$ cat src/rtl/abc_ddr_pair_serializer.sv
// Readout word serializer feeding the balanced 2:1 DDR output mux.
// A 2-entry FIFO buffers words; one registered (d0,d1) bit pair is presented per clock.
module abc_ddr_pair_serializer #(
  parameter int   WORD_W  = 16,
  parameter logic IDLE_D0 = 1'b1,
  parameter logic IDLE_D1 = 1'b0
) (
  input  logic              clk,
  input  logic              rstb,
  input  logic              ser_en,
  input  logic [WORD_W-1:0] word_in,
  input  logic              word_valid,
  output logic              word_ready,
  output logic              d0_out,
  output logic              d1_out,
  output logic              sow,
  output logic              busy
);

  localparam int PAIRS = WORD_W / 2;
  localparam int CNT_W = (PAIRS > 1) ? $clog2(PAIRS) : 1;

  typedef enum logic {
    IDLE  = 1'b0,
    SHIFT = 1'b1
  } state_t;

  state_t state_reg, state_next;

  logic [WORD_W-1:0] fifo_mem [2];
  logic              rd_ptr_reg;
  logic              wr_ptr_reg;
  logic [1:0]        fifo_count_reg, fifo_count_next;

  // shreg holds only the pairs still to be presented, aligned to the MSB
  logic [WORD_W-1:0] shreg_reg, shreg_next;
  logic [WORD_W-1:0] shreg_shifted;
  logic [CNT_W-1:0]  cnt_reg, cnt_next;

  logic d0_reg, d0_next;
  logic d1_reg, d1_next;
  logic sow_reg, sow_next;
  logic busy_reg, busy_next;

  logic              fifo_empty;
  logic              last_pair;
  logic              load;
  logic              push;
  logic [WORD_W-1:0] head_word;

  assign word_ready = (fifo_count_reg < 2'd2);
  assign fifo_empty = (fifo_count_reg == 2'd0);
  assign last_pair  = (cnt_reg == CNT_W'(PAIRS - 1));
  assign head_word  = fifo_mem[rd_ptr_reg];
  assign push       = word_valid && word_ready;
  // A load is the only FIFO pop; it happens from IDLE or seamlessly at the end of a word
  assign load       = ser_en && !fifo_empty && ((state_reg == IDLE) || last_pair);

  genvar gi;
  generate
    for (gi = 0; gi < WORD_W; gi++) begin : g_shift
      if (gi < 2) begin : g_fill
        assign shreg_shifted[gi] = 1'b0;
      end else begin : g_move
        assign shreg_shifted[gi] = shreg_reg[gi-2];
      end
    end
  endgenerate

  always_comb begin
    fifo_count_next = fifo_count_reg;
    case ({push, load})
      2'b10:   fifo_count_next = fifo_count_reg + 2'd1;
      2'b01:   fifo_count_next = fifo_count_reg - 2'd1;
      default: fifo_count_next = fifo_count_reg;
    endcase
  end

  always_ff @(posedge clk or negedge rstb) begin
    if (!rstb) begin
      rd_ptr_reg     <= 1'b0;
      wr_ptr_reg     <= 1'b0;
      fifo_count_reg <= 2'd0;
    end else begin
      if (push) begin
        wr_ptr_reg <= ~wr_ptr_reg;
      end
      if (load) begin
        rd_ptr_reg <= ~rd_ptr_reg;
      end
      fifo_count_reg <= fifo_count_next;
    end
  end

  // Storage needs no reset: occupancy is tracked by the pointers and count
  always_ff @(posedge clk) begin
    if (push) begin
      fifo_mem[wr_ptr_reg] <= word_in;
    end
  end

  always_ff @(posedge clk or negedge rstb) begin
    if (!rstb) begin
      state_reg <= IDLE;
      cnt_reg   <= '0;
      shreg_reg <= '0;
      d0_reg    <= IDLE_D0;
      d1_reg    <= IDLE_D1;
      sow_reg   <= 1'b0;
      busy_reg  <= 1'b0;
    end else begin
      state_reg <= state_next;
      cnt_reg   <= cnt_next;
      shreg_reg <= shreg_next;
      d0_reg    <= d0_next;
      d1_reg    <= d1_next;
      sow_reg   <= sow_next;
      busy_reg  <= busy_next;
    end
  end

  always_comb begin
    state_next = state_reg;
    case (state_reg)
      IDLE: begin
        if (load) begin
          state_next = SHIFT;
        end
      end
      SHIFT: begin
        if (last_pair && !load) begin
          state_next = IDLE;
        end
      end
      default: state_next = IDLE;
    endcase
  end

  always_comb begin
    cnt_next   = '0;
    shreg_next = shreg_reg;
    d0_next    = IDLE_D0;
    d1_next    = IDLE_D1;
    sow_next   = 1'b0;
    busy_next  = 1'b0;
    if (load) begin
      cnt_next   = '0;
      shreg_next = {head_word[WORD_W-3:0], 2'b00};
      d0_next    = head_word[WORD_W-1];
      d1_next    = head_word[WORD_W-2];
      sow_next   = 1'b1;
      busy_next  = 1'b1;
    end else if ((state_reg == SHIFT) && !last_pair) begin
      cnt_next   = cnt_reg + CNT_W'(1);
      shreg_next = shreg_shifted;
      d0_next    = shreg_reg[WORD_W-1];
      d1_next    = shreg_reg[WORD_W-2];
      busy_next  = 1'b1;
    end
  end

  assign d0_out = d0_reg;
  assign d1_out = d1_reg;
  assign sow    = sow_reg;
  assign busy   = busy_reg;

endmodule

$ cat config.mk
export PLATFORM = sky130hd
export DESIGN_NAME = abc_ddr_pair_serializer
export DESIGN_NICKNAME = d
export VERILOG_FILES = /design/src/rtl/abc_ddr_pair_serializer.sv
export SDC_FILE = /design/constraint.sdc
export NUM_CORES = 1
export LEC_CHECK = 0
export ABC_AREA = 1
export CORE_MARGIN = 8
export CORE_UTILIZATION = 50
export DETAILED_ROUTE_END_ITERATION = 16
export HOLD_SLACK_MARGIN = 0.08
export PLACE_DENSITY = 0.8
export SYNTH_ARGS = -nofsm -noshare
export SYNTH_HDL_FRONTEND = slang
export SYNTH_SLANG_ARGS = --single-unit
export TNS_END_PERCENT = 20
$ cat constraint.sdc
create_clock -name clk -period 1.7 [get_ports clk]
set_input_delay 0.34 -clock clk [delete_from_list [all_inputs] [get_ports clk]]
set_output_delay 0.34 -clock clk [all_outputs]
set_load 0.02 [all_outputs]
## Yosys cells after proc, flatten, opt, wreduce, memory -nomap -nowiden

Memory sizes are Yosys's and may differ from the RTL's.
Cells that the tools add are included.
W data, S select, Z words.

| storage, ports and cells | value |
|---|---|
| input bits | 20 |
| memory bits (writable) | 32 |
| output and inout bits | 5 |
| flip-flop bits (word level) | 28 |
| memories kept | 1 |
| word-level logic and storage cells | 49 |

| cells by class | value |
|---|---|
| add/subtract/negate cells | 3 |
| reductions and logical operators | 12 |
| bitwise gates (word level) | 3 |
| $lt $le $gt $ge | 1 |
| equality and inequality tests | 3 |
| multiplexer cells | 16 |

Memories:

| memory | depth | bits a word | rd ports | clocked after Yosys merged registers in | write ports | line | text |
|---|---|---|---|---|---|---|---|
| fifo_mem | 2 | 16 | 1 | 0 | 1 | 30 | `logic [WORD_W-1:0] fifo_mem [2];` |

Operators by type and width:

| cell | number |
|---|---|
| $mux W16 | 2 |
| $mux W1 | 10 |
| $mux W3 | 2 |
| $logic_and A1 B1 Y1 | 5 |
| $pmux W2 S2 | 1 |
| $reduce_bool A2 Y1 | 2 |
| $add A3 B1 Y3 const B | 1 |
| $eq A3 B3 Y1 const B | 1 |
| $logic_not A1 Y1 | 3 |
| $not A1 Y1 | 3 |
| $add A2 B1 Y2 const B | 1 |
| $eq A2 B1 Y1 const B | 1 |
| $eq A2 B2 Y1 const B | 1 |
| $logic_not A2 Y1 | 1 |
| $lt A2 B2 Y1 const B | 1 |
| $pmux W1 S2 | 1 |
| $sub A2 B1 Y2 const B | 1 |
| $logic_or A1 B1 Y1 | 1 |

## Depth between registers and ports, before layout

Gate-level depths: netlist (run 1).

| depth | value |
|---|---|
| word-level depth | 8 |
| mapped depth | 11 |
| gate-level depth less buffers | 11 |

## Worst setup path before layout (run 1)

OpenSTA, ideal clock, no wires.

| path | value |
|---|---|
| kind | register -> register |
| start point | register fifo_count_reg[1] |
| end point | memory fifo_mem[1][0], enable pin |
| buffers on the path | 0 |
| setup slack | -0.170 ns |
| required time | 1.312 ns |
| period minus slack after synthesis | 1.870 ns |
| stages on the path, launching flop included | 4 |
| arrival | 1.482 ns |
| setup time | 0.388 ns |
| path through | dfrtp_1 inv_1 nand2_1 nor2_1 |

| on the way | value |
|---|---|
| longest elaborated chain between the ends | 4 |

Ends and longest elaborated chain:

| item | line | text |
|---|---|---|
| start, declared | 33 | `logic [1:0] fifo_count_reg, fifo_count_next;` |
| start signal, assigned | 91 | `fifo_count_reg <= fifo_count_next;` |
| $lt A2 B2 Y1 | 51 | `assign word_ready = (fifo_count_reg < 2'd2);` |
| via word_ready | 13 | `output logic word_ready,` |
| $logic_and A1 B1 Y1 | 55 | `assign push = word_valid && word_ready;` |
| $mux W1 | 97 | `if (push) begin` |
| $mux W1 (not written as such) | 98 | `fifo_mem[wr_ptr_reg] <= word_in;` |
| end, declared | 30 |  |

The timed path passes the listed nets, and every way through them passes these cells.

## Worst setup path in the final report (run 1)

| path | value |
|---|---|
| start point | register cnt_reg[0] |
| end point | register fifo_count_reg[1] |

| on the way | value |
|---|---|
| longest elaborated chain between the ends | 5 |
| elaborated cells on any way between the ends | 7 |
| classes of those cells | eq/ne (3); mux (1); reduce/logical (3) |

Ends and longest elaborated chain:

| item | line | text |
|---|---|---|
| start, declared | 38 | `logic [CNT_W-1:0] cnt_reg, cnt_next;` |
| start signal, assigned | 113 | `cnt_reg <= cnt_next;` |
| $eq A3 B3 Y1 * | 53 | `assign last_pair = (cnt_reg == CNT_W'(PAIRS - 1));` |
| $logic_or A1 B1 Y1 * | 57 | `assign load = ser_en && !fifo_empty && ((state_reg == IDLE) \|\| last_pair);` |
| $logic_and A1 B1 Y1 * | 57 |  |
| via load | 47 | `logic load;` |
| $eq A2 B1 Y1 / $eq A2 B2 Y1 (equally long branches) | 72 | `case ({push, load})` |
| $pmux W2 S2 / $reduce_bool A2 Y1 (equally long branches) | n/a |  |

The timed path passes the listed nets; every way through them passes the cells marked *.
A chain may end at the register's enable or synchronous reset.

==> qor.json, run 1 <==
{
  "run_status": {"value": "complete, no violations"},
  "starting_utilization_of_the_core_area": {"value": 51.0, "unit": "%"},
  "gp_routability_congestion": {"value": 0.762},
  "antenna_found_initial": {"value": 0},
  "first_global_vias": {"value": 1565},
  "largest_reg_flops": {"value": 32},
  "timing.critical_path.arrival": {"value": 1.87, "unit": "ns"},
  "synthesis.yosys.warnings": {"value": 0},
  "timing.hold.ws": {"value": 0.379, "unit": "ns"},
  "total_nets_final": {"value": 271},
  "dr.first_iter.drc_count": {"value": 90},
  "detailedRoute.firstPassIterationCount": {"value": 4},
  "cts.hold.buffers_added": {"value": 0},
  "critical_path_start": {"value": "cnt_reg[0]"},
  "regToRegEndpoint": {"value": "fifo_count_reg[1]"},
  "post-route-min-period": {"value": 1.60, "unit": "ns"},
  "max_clock_freq": {"value": 0.624, "unit": "GHz"},
  "critical_path.top_delay_family": {"value": "simple AND/OR/NAND/NOR gates"},
  "die_h": {"value": 84.7, "unit": "microns"},
  "fin_area": {"value": 2870, "unit": "sq um"},
  "critical_path_peak_fanout": {"value": 2},
  "finClkSkew": {"value": 0.00504, "unit": "ns"},
  "clock_latency_reported_for_the_late_side_of_the_worst_skew_pair": {"value": 0.33, "unit": "ns"},
  "p_leak": {"value": 1.24, "unit": "nW"},
  "critPathLaunchType": {"value": "register"},
  "setup.worst_path.class": {"value": "register to register"},
  "final_layout_size_suffix_gt1_share": {"value": 12.3, "unit": "%"},
  "grt_use_total": {"value": 12.9, "unit": "%"},
  "r2r_setup_slack": {"value": 0.1, "unit": "ns"},
  "wl_per_cell": {"value": 13.9, "unit": "microns"},
  "fin_crit_sh": {"value": 94.2, "unit": "%"},
  "design.die.area": {"value": 7180, "unit": "sq um"},
  "max-vdd-ir-drop": {"value": 0.000801, "unit": "V"},
  "crit-reg2reg-launch": {"value": "cnt_reg[0]"},
  "syn_avg_cell_area": {"value": 11.1, "unit": "sq um"},
  "postSynthRegisterBits": {"value": 58},
  "grt_max_degree": {"value": 34},
  "clk_pin_slew_worst_paths": {"value": 0.06, "unit": "ns"},
  "netlist_instances": {"value": 213},
  "antenna_violating_nets_post_route": {"value": 0},
  "critical-path-top-cell-by-count": {"value": "nand2_1"},
  "ys_seq_area_share": {"value": 68.3, "unit": "%"},
  "cp-end-kind": {"value": "register"},
  "route.final.wire_length": {"value": 4270, "unit": "microns"},
  "dp_cells": {"value": 291},
  "design.core.area": {"value": 4630, "unit": "sq um"},
  "post_dp_cell_area": {"value": 2700, "unit": "sq um"},
  "critical_path_depth": {"value": 11},
  "cts-buffers-inserted": {"value": 9},
  "critical_path.slowest_cell": {"value": "dfrtp_1"},
  "cts_buffer_depth": {"value": 2},
  "worst_hold_path_type": {"value": "primary input to async pin"},
  "largest_stage_delay_worst_path": {"value": 0.38, "unit": "ns"},
  "vias_per_cell": {"value": 5.10},
  "number_of_setup_violations_in_the_final_report": {"value": 0},
  "hold_viol_final": {"value": 0},
  "rows": {"value": 25},
  "tightestPinTransition": {"value": 0.322, "unit": "ns"},
  "finalCoreUtilization": {"value": 62.0, "unit": "%"},
  "stdcell_count": {"value": 307},
  "number_of_buffers_inserted_by_port_buffering": {"value": 24},
  "drt_drc_violations_left": {"value": 0},
  "cts.htree.levels": {"value": 3},
  "num_antenna_cells": {"value": 0},
  "netlist-cell-type-count": {"value": 21},
  "grt_pass1_wl": {"value": 6960, "unit": "microns"},
  "post-cts-setup-buffer-count": {"value": 0},
  "r2r.worst_path.cells": {"value": 11},
  "vias": {"value": 1567},
  "final.setup.worst_slack": {"value": 0.0982, "unit": "ns"},
  "worstPathCellList": {"value": "ha_2, ha_1, inv_1, nand2_2, inv_2, nor2_4, ha_4, or2_4, nand3_1, nand2_1, nand2_1"},
  "die_width": {"value": 84.7, "unit": "microns"},
  "timing.critical_path.buf_inv": {"value": 2},
  "max_slew_violation_total_from_the_final_report": {"value": 0},
  "rsz_0062_raised_after_global_routing": {"value": "no"},
  "syn-cell-area": {"value": 2360, "unit": "sq um"},
  "tritoncts_clock_tree": {"value": "done"},
  "clkSinkCount": {"value": 58},
  "io-pin-count": {"value": 25},
  "layout-area-overhead-vs-synth": {"value": 21.5, "unit": "%"},
  "hpwl": {"value": 2750, "unit": "microns"},
  "max-cap-violations": {"value": 0},
  "critical_path_required": {"value": 1.97, "unit": "ns"},
  "timing.max_slew.rel_slack": {"value": 78.5, "unit": "%"},
  "placement.setup.worst_slack": {"value": -0.0552, "unit": "ns"},
  "synth_nets": {"value": 236},
  "globalRouteOverflowTotal": {"value": 0},
  "power.density_cell_area": {"value": 1650, "unit": "nW/um^2"},
  "ctsRootBufferMaster": {"value": "clkbuf_8"}
}
-- final cells by class --
type                    instances  area [sq um]
fillers                       377          1760
clock inverters                 2          7.51
flip-flops and latches         58          1610
clock buffers                  14           143
repair buffers                 33           343
inverters                       9          33.8
well taps                      54          67.6
multi-input cells             137           662
-- worst reg2reg max path: cells and delay by family, from the launching register on --
| family | cells | cell delay [ns] |
|---|---|---|
| adder cells (fa/ha/maj) | 3 | 0.50 |
| buffers and inverters | 2 | 0.13 |
| flip-flops | 1 | 0.38 |
| AND/OR/NAND/NOR | 6 | 0.53 |
-- per-stage QoR --
step | power (mW) | TNS [ns]
after global routing | 5.05 | 0
final | 4.73 | 0
after floorplan | 3.24 | -5.51
after global placement | 3.69 | 0
after detailed placement | 3.75 | -0.0552
after CTS | 4.75 | 0
-- per-layer routing --
metal / track usage, % / vias to the layer above / routed length [microns]
li1: - / 774 / -
met1: 13.0 / 735 / 1680
met2: 21.5 / 50 / 2190
met4: 9.71 / 0 / 106
met5: 0 / - / 0
met3: 4.39 / 8 / 291
-- synthesized netlist by cell type (all sizes together) --
master / count / area (sq um)
buf: 9 / 71.3
dfrtp: 25 / 626
dfstp: 1 / 26.3
edfxtp: 32 / 961
ha: 3 / 37.5
inv: 9 / 33.8
nand2: 81 / 307
nand3: 39 / 200
nand4: 1 / 6.26
nor2: 8 / 47.6
o21ai: 1 / 16.3
or2: 2 / 12.5
xnor2: 1 / 8.76
xor2: 1 / 8.76
-- report_power, final --
group	total, mW	leakage [nW]	internal [mW]	switching, mW
Sequential	2.09	0.626	1.91	0.176
Clock	0.994	0.0737	0.521	0.473
Combinational	1.65	0.542	0.629	1.02
-- layout by cell type (no fill, tap or decap), drive strengths merged --
cell type      synthesis  final
nand2                 81     81
nand3                 39     39
edfxtp                32     32
dfrtp                 25     25
clkdlybuf4s50          0     22
clkbuf                 0     14
inv                    9      9
buf                    9      9
nor2                   8      8
ha                     3      3
clkinv                 0      2
dlygate4sd2            0      2
or2                    2      2
o21ai                  1      1
xnor2                  1      1
xor2                   1      1
nand4                  1      1
dfstp                  1      1
-- worst max-delay path by stage --
stage                        endpoint
CTS                 fifo_count_reg[1]
global placement    fifo_count_reg[1]
global route        fifo_count_reg[1]
floorplan              fifo_mem[1][0]
detailed placement  fifo_count_reg[1]
finish              fifo_count_reg[1]
-- cells by family after synthesis --
| logic type | share of synthesized area (%) |
|---|---|
| simple gates | 24.3 |
| compound gates | 0.689 |
| xor+xnor | 0.742 |
| fa+ha+maj | 1.59 |
| flops | 68.3 |
| buf+inv | 4.45 |
-- repair_timing --
action / 4_1_cts / 5_1_grt
gates resized for setup: 4 / 2
pin swaps: 0 / 0
setup endpoints to repair: 3 / 1
(Power assumes the default switching activity.)
==> run 2: changes to the inputs <==
--- a/config.mk
+++ b/config.mk
@@ -7,10 +7,10 @@
 export LEC_CHECK = 0
 export ABC_AREA = 1
 export CORE_MARGIN = 8
-export CORE_UTILIZATION = 50
+export CORE_UTILIZATION = 55
 export DETAILED_ROUTE_END_ITERATION = 16
 export HOLD_SLACK_MARGIN = 0.08
-export PLACE_DENSITY = 0.8
+export PLACE_DENSITY = 0.83
 export SYNTH_ARGS = -nofsm -noshare
 export SYNTH_HDL_FRONTEND = slang
 export SYNTH_SLANG_ARGS = --single-unit
==> constraint.sdc (replaced) <==
create_clock -name clk -period 2 [get_ports clk]
set_input_delay 0.4 -clock clk [delete_from_list [all_inputs] [get_ports clk]]
set_output_delay 0.4 -clock clk [all_outputs]
set_load 0.02 [all_outputs]
==> qor.json, run 2 (same netlist as run 1, synthesis figures left out) <==
{
  "worst_hold_path_type": {"value": "primary input to async pin", "change": "unchanged"},
  "worstPathCellList": {"value": "clkdlybuf4s50_1", "change": "was ha_2, ha_1, inv_1, nand2_2, inv_2, nor2_4, ha_4, or2_4, nand3_1, nand2_1, nand2_1"},
  "power.density_cell_area": {"value": 1430, "unit": "nW/um^2", "change": "was 1650 nW/um^2"},
  "drt_drc_violations_left": {"value": 0, "change": "unchanged"},
  "finalSetupTns": {"value": 0, "unit": "ns", "change": "unchanged"},
  "die_h": {"value": 81.5, "unit": "microns", "change": "was 84.7 microns"},
  "wl_per_cell": {"value": 14.0, "unit": "microns", "change": "was 13.9 microns"},
  "timing.max_slew.rel_slack": {"value": 77.6, "unit": "%", "change": "was 78.5%"},
  "layout_commonest_cell": {"value": "nand2_1", "change": "unchanged"},
  "run_status": {"value": "complete, no violations", "change": "unchanged"},
  "critical_path_peak_fanout": {"value": 1, "change": "was 2"},
  "antenna_violating_nets_post_route": {"value": 0, "change": "unchanged"},
  "starting_utilization_of_the_core_area": {"value": 55.8, "unit": "%", "change": "was 51.0%"},
  "clk_pin_slew_worst_paths": {"value": 0.06, "unit": "ns", "change": "about the same"},
  "tritoncts_clock_tree": {"value": "done", "change": "unchanged"},
  "max-cap-violations": {"value": 0, "change": "unchanged"},
  "design.core.area": {"value": 4230, "unit": "sq um", "change": "was 4630 sq um"},
  "timing.critical_path.arrival": {"value": 1.42, "unit": "ns", "change": "was 1.87 ns"},
  "timing.critical_path.buf_inv": {"value": 1, "change": "was 2"},
  "gp_routability_congestion": {"value": 0.763, "change": "was 0.762"},
  "cts_buffer_depth": {"value": 2, "change": "unchanged"},
  "detailedRoute.firstPassIterationCount": {"value": 4, "change": "unchanged"},
  "final_layout_size_suffix_gt1_share": {"value": 11.5, "unit": "%", "change": "was 12.3%"},
  "cts-buffers-inserted": {"value": 9, "change": "unchanged"},
  "hold_viol_final": {"value": 0, "change": "unchanged"},
  "total_nets_final": {"value": 270, "change": "was 271"},
  "max-vdd-ir-drop": {"value": 0.000641, "unit": "V", "change": "was 0.000801 V"},
  "first_global_vias": {"value": 1635, "change": "was 1565"},
  "io-pin-count": {"value": 25, "change": "unchanged"},
  "hpwl": {"value": 2770, "unit": "microns", "change": "was 2750 microns"},
  "critical_path_required": {"value": 1.60, "unit": "ns", "change": "was 1.97 ns"},
  "critical_path.slowest_cell": {"value": "clkdlybuf4s50_1", "change": "was dfrtp_1"},
  "rsz_0062_raised_after_global_routing": {"value": "no", "change": "unchanged"},
  "critPathLaunchType": {"value": "register", "change": "unchanged"},
  "vias": {"value": 1587, "change": "was 1567"},
  "post-layout-total-power": {"value": 4.07, "unit": "mW", "change": "was 4.73 mW"},
  "r2r_setup_slack": {"value": 0.25, "unit": "ns", "change": "was 0.1 ns"},
  "die_width": {"value": 81.5, "unit": "microns", "change": "was 84.7 microns"},
  "globalRouteOverflowTotal": {"value": 0, "change": "unchanged"},
  "grt_pass1_wl": {"value": 7330, "unit": "microns", "change": "was 6960 microns"},
  "number_of_setup_violations_in_the_final_report": {"value": 0, "change": "unchanged"},
  "post-cts-setup-buffer-count": {"value": 0, "change": "unchanged"},
  "dr.first_iter.drc_count": {"value": 89, "change": "was 90"},
  "layout-area-overhead-vs-synth": {"value": 20.8, "unit": "%", "change": "was 21.5%"},
  "critical_path.top_delay_family": {"value": "buffers and inverters", "change": "was simple AND/OR/NAND/NOR gates"},
  "post-route-min-period": {"value": 1.82, "unit": "ns"},
  "num_antenna_cells": {"value": 0, "change": "unchanged"},
  "timing.hold.ws": {"value": 0.435, "unit": "ns", "change": "was 0.379 ns"},
  "largest_reg_flops": {"value": 32, "change": "unchanged"},
  "tightestPinTransition": {"value": 0.335, "unit": "ns", "change": "was 0.322 ns"},
  "number_of_buffers_inserted_by_port_buffering": {"value": 24, "change": "unchanged"},
  "ctsRootBufferMaster": {"value": "clkbuf_8", "change": "unchanged"},
  "antenna_found_initial": {"value": 0, "change": "unchanged"},
  "clock_latency_reported_for_the_late_side_of_the_worst_skew_pair": {"value": 0.32, "unit": "ns", "change": "was 0.33 ns"},
  "p_leak": {"value": 1.25, "unit": "nW", "change": "was 1.24 nW"},
  "rows": {"value": 24, "change": "was 25"},
  "largest_stage_delay_worst_path": {"value": 0.59, "unit": "ns", "change": "was 0.38 ns"},
  "cp-end-kind": {"value": "primary output", "change": "was register"},
  "max_slew_violation_total_from_the_final_report": {"value": 0, "change": "unchanged"},
  "cts.htree.levels": {"value": 3, "change": "unchanged"},
  "grt_max_degree": {"value": 34, "change": "unchanged"},
  "layout.cells.most_common_list": {"value": "nand2_1 (80), nand3_1 (38), edfxtp_1 (32)", "change": "unchanged"},
  "grt_use_total": {"value": 15.0, "unit": "%", "change": "was 12.9%"},
  "route.final.wire_length": {"value": 4250, "unit": "microns", "change": "was 4270 microns"},
  "fin_crit_sh": {"value": 91.1, "unit": "%"},
  "clkSinkCount": {"value": 58, "change": "unchanged"},
  "vias_per_cell": {"value": 5.22, "change": "was 5.10"},
  "setup.worst_path.class": {"value": "register to primary output", "change": "was register to register"},
  "max_clock_freq": {"value": 0.549, "unit": "GHz"},
  "design.die.area": {"value": 6650, "unit": "sq um", "change": "was 7180 sq um"},
  "finClkSkew": {"value": 0.00688, "unit": "ns", "change": "was 0.00504 ns"}
}
## run 2: cell types whose count changed in the layout (fill, tap and decap cells not counted), moves of 2 or more
cell,delta
clkbuf_8,+2
dlygate4sd2_1,-2
clkinv_1,-2
ha_1,+2
## run 2: final cells by class
| cell class | instances | area [sq um] |
|---|---|---|
| clock buffers | 16 | 170 |
| well taps | 52 | 65.1 |
| flip-flops and latches | 58 | 1610 |
| fillers | 301 | 1380 |
| inverters | 9 | 33.8 |
| repair buffers | 32 | 328 |
| multi-input cells | 137 | 644 |
## run 2: power by group
group | total [mW] | leakage (nW) | switching [mW] | internal [mW]
Clock | 0.924 | 0.0850 | 0.404 | 0.520
Sequential | 1.80 | 0.626 | 0.171 | 1.63
Combinational | 1.35 | 0.539 | 0.845 | 0.502
## run 2: repair_timing
action                                  in CTS  in global routing
endpoints found under the setup margin       0                  1
hold buffers                                 0                  0
gates resized for setup                      0                  1
hold endpoints to repair                     0                  0
## run 2: per-stage QoR
step           util, %  std cells  setup slack [ns]  instance area (sq um)
2_1_floorplan        -        213             0.130                   2360
3_3_place_gp      63.3        288             0.292                   2680
3_5_place_dp      63.3        288             0.242                   2680
4_1_cts           67.3        304            0.0434                   2850
5_1_grt           67.4        304             0.119                   2850
6_report          67.4        304             0.178                   2850
## run 2: layer usage
metal  vias up  part of all wire, %  global-route usage, %
li1        773                    -                      -
met5         -                    0                      0
met3        10                  3.7                   3.83
met1       764                   39                   15.9
met4         0                  2.2                   9.46
met2        40                   55                   26.1
## run 2: path summary, 6_finish.rpt
check	startpoint	depth (start not counted)	to
worst min register to register	cnt_reg[0]	1	cnt_reg[0]
min in group clk	cnt_reg[0]	1	cnt_reg[0]
worst max-delay path	d0_out	1	d0_out
worst max register to register	cnt_reg[0]	11	fifo_count_reg[1]
max in group asynchronous	rstb	2	d0_out
worst min-delay path	rstb	2	fifo_count_reg[1]
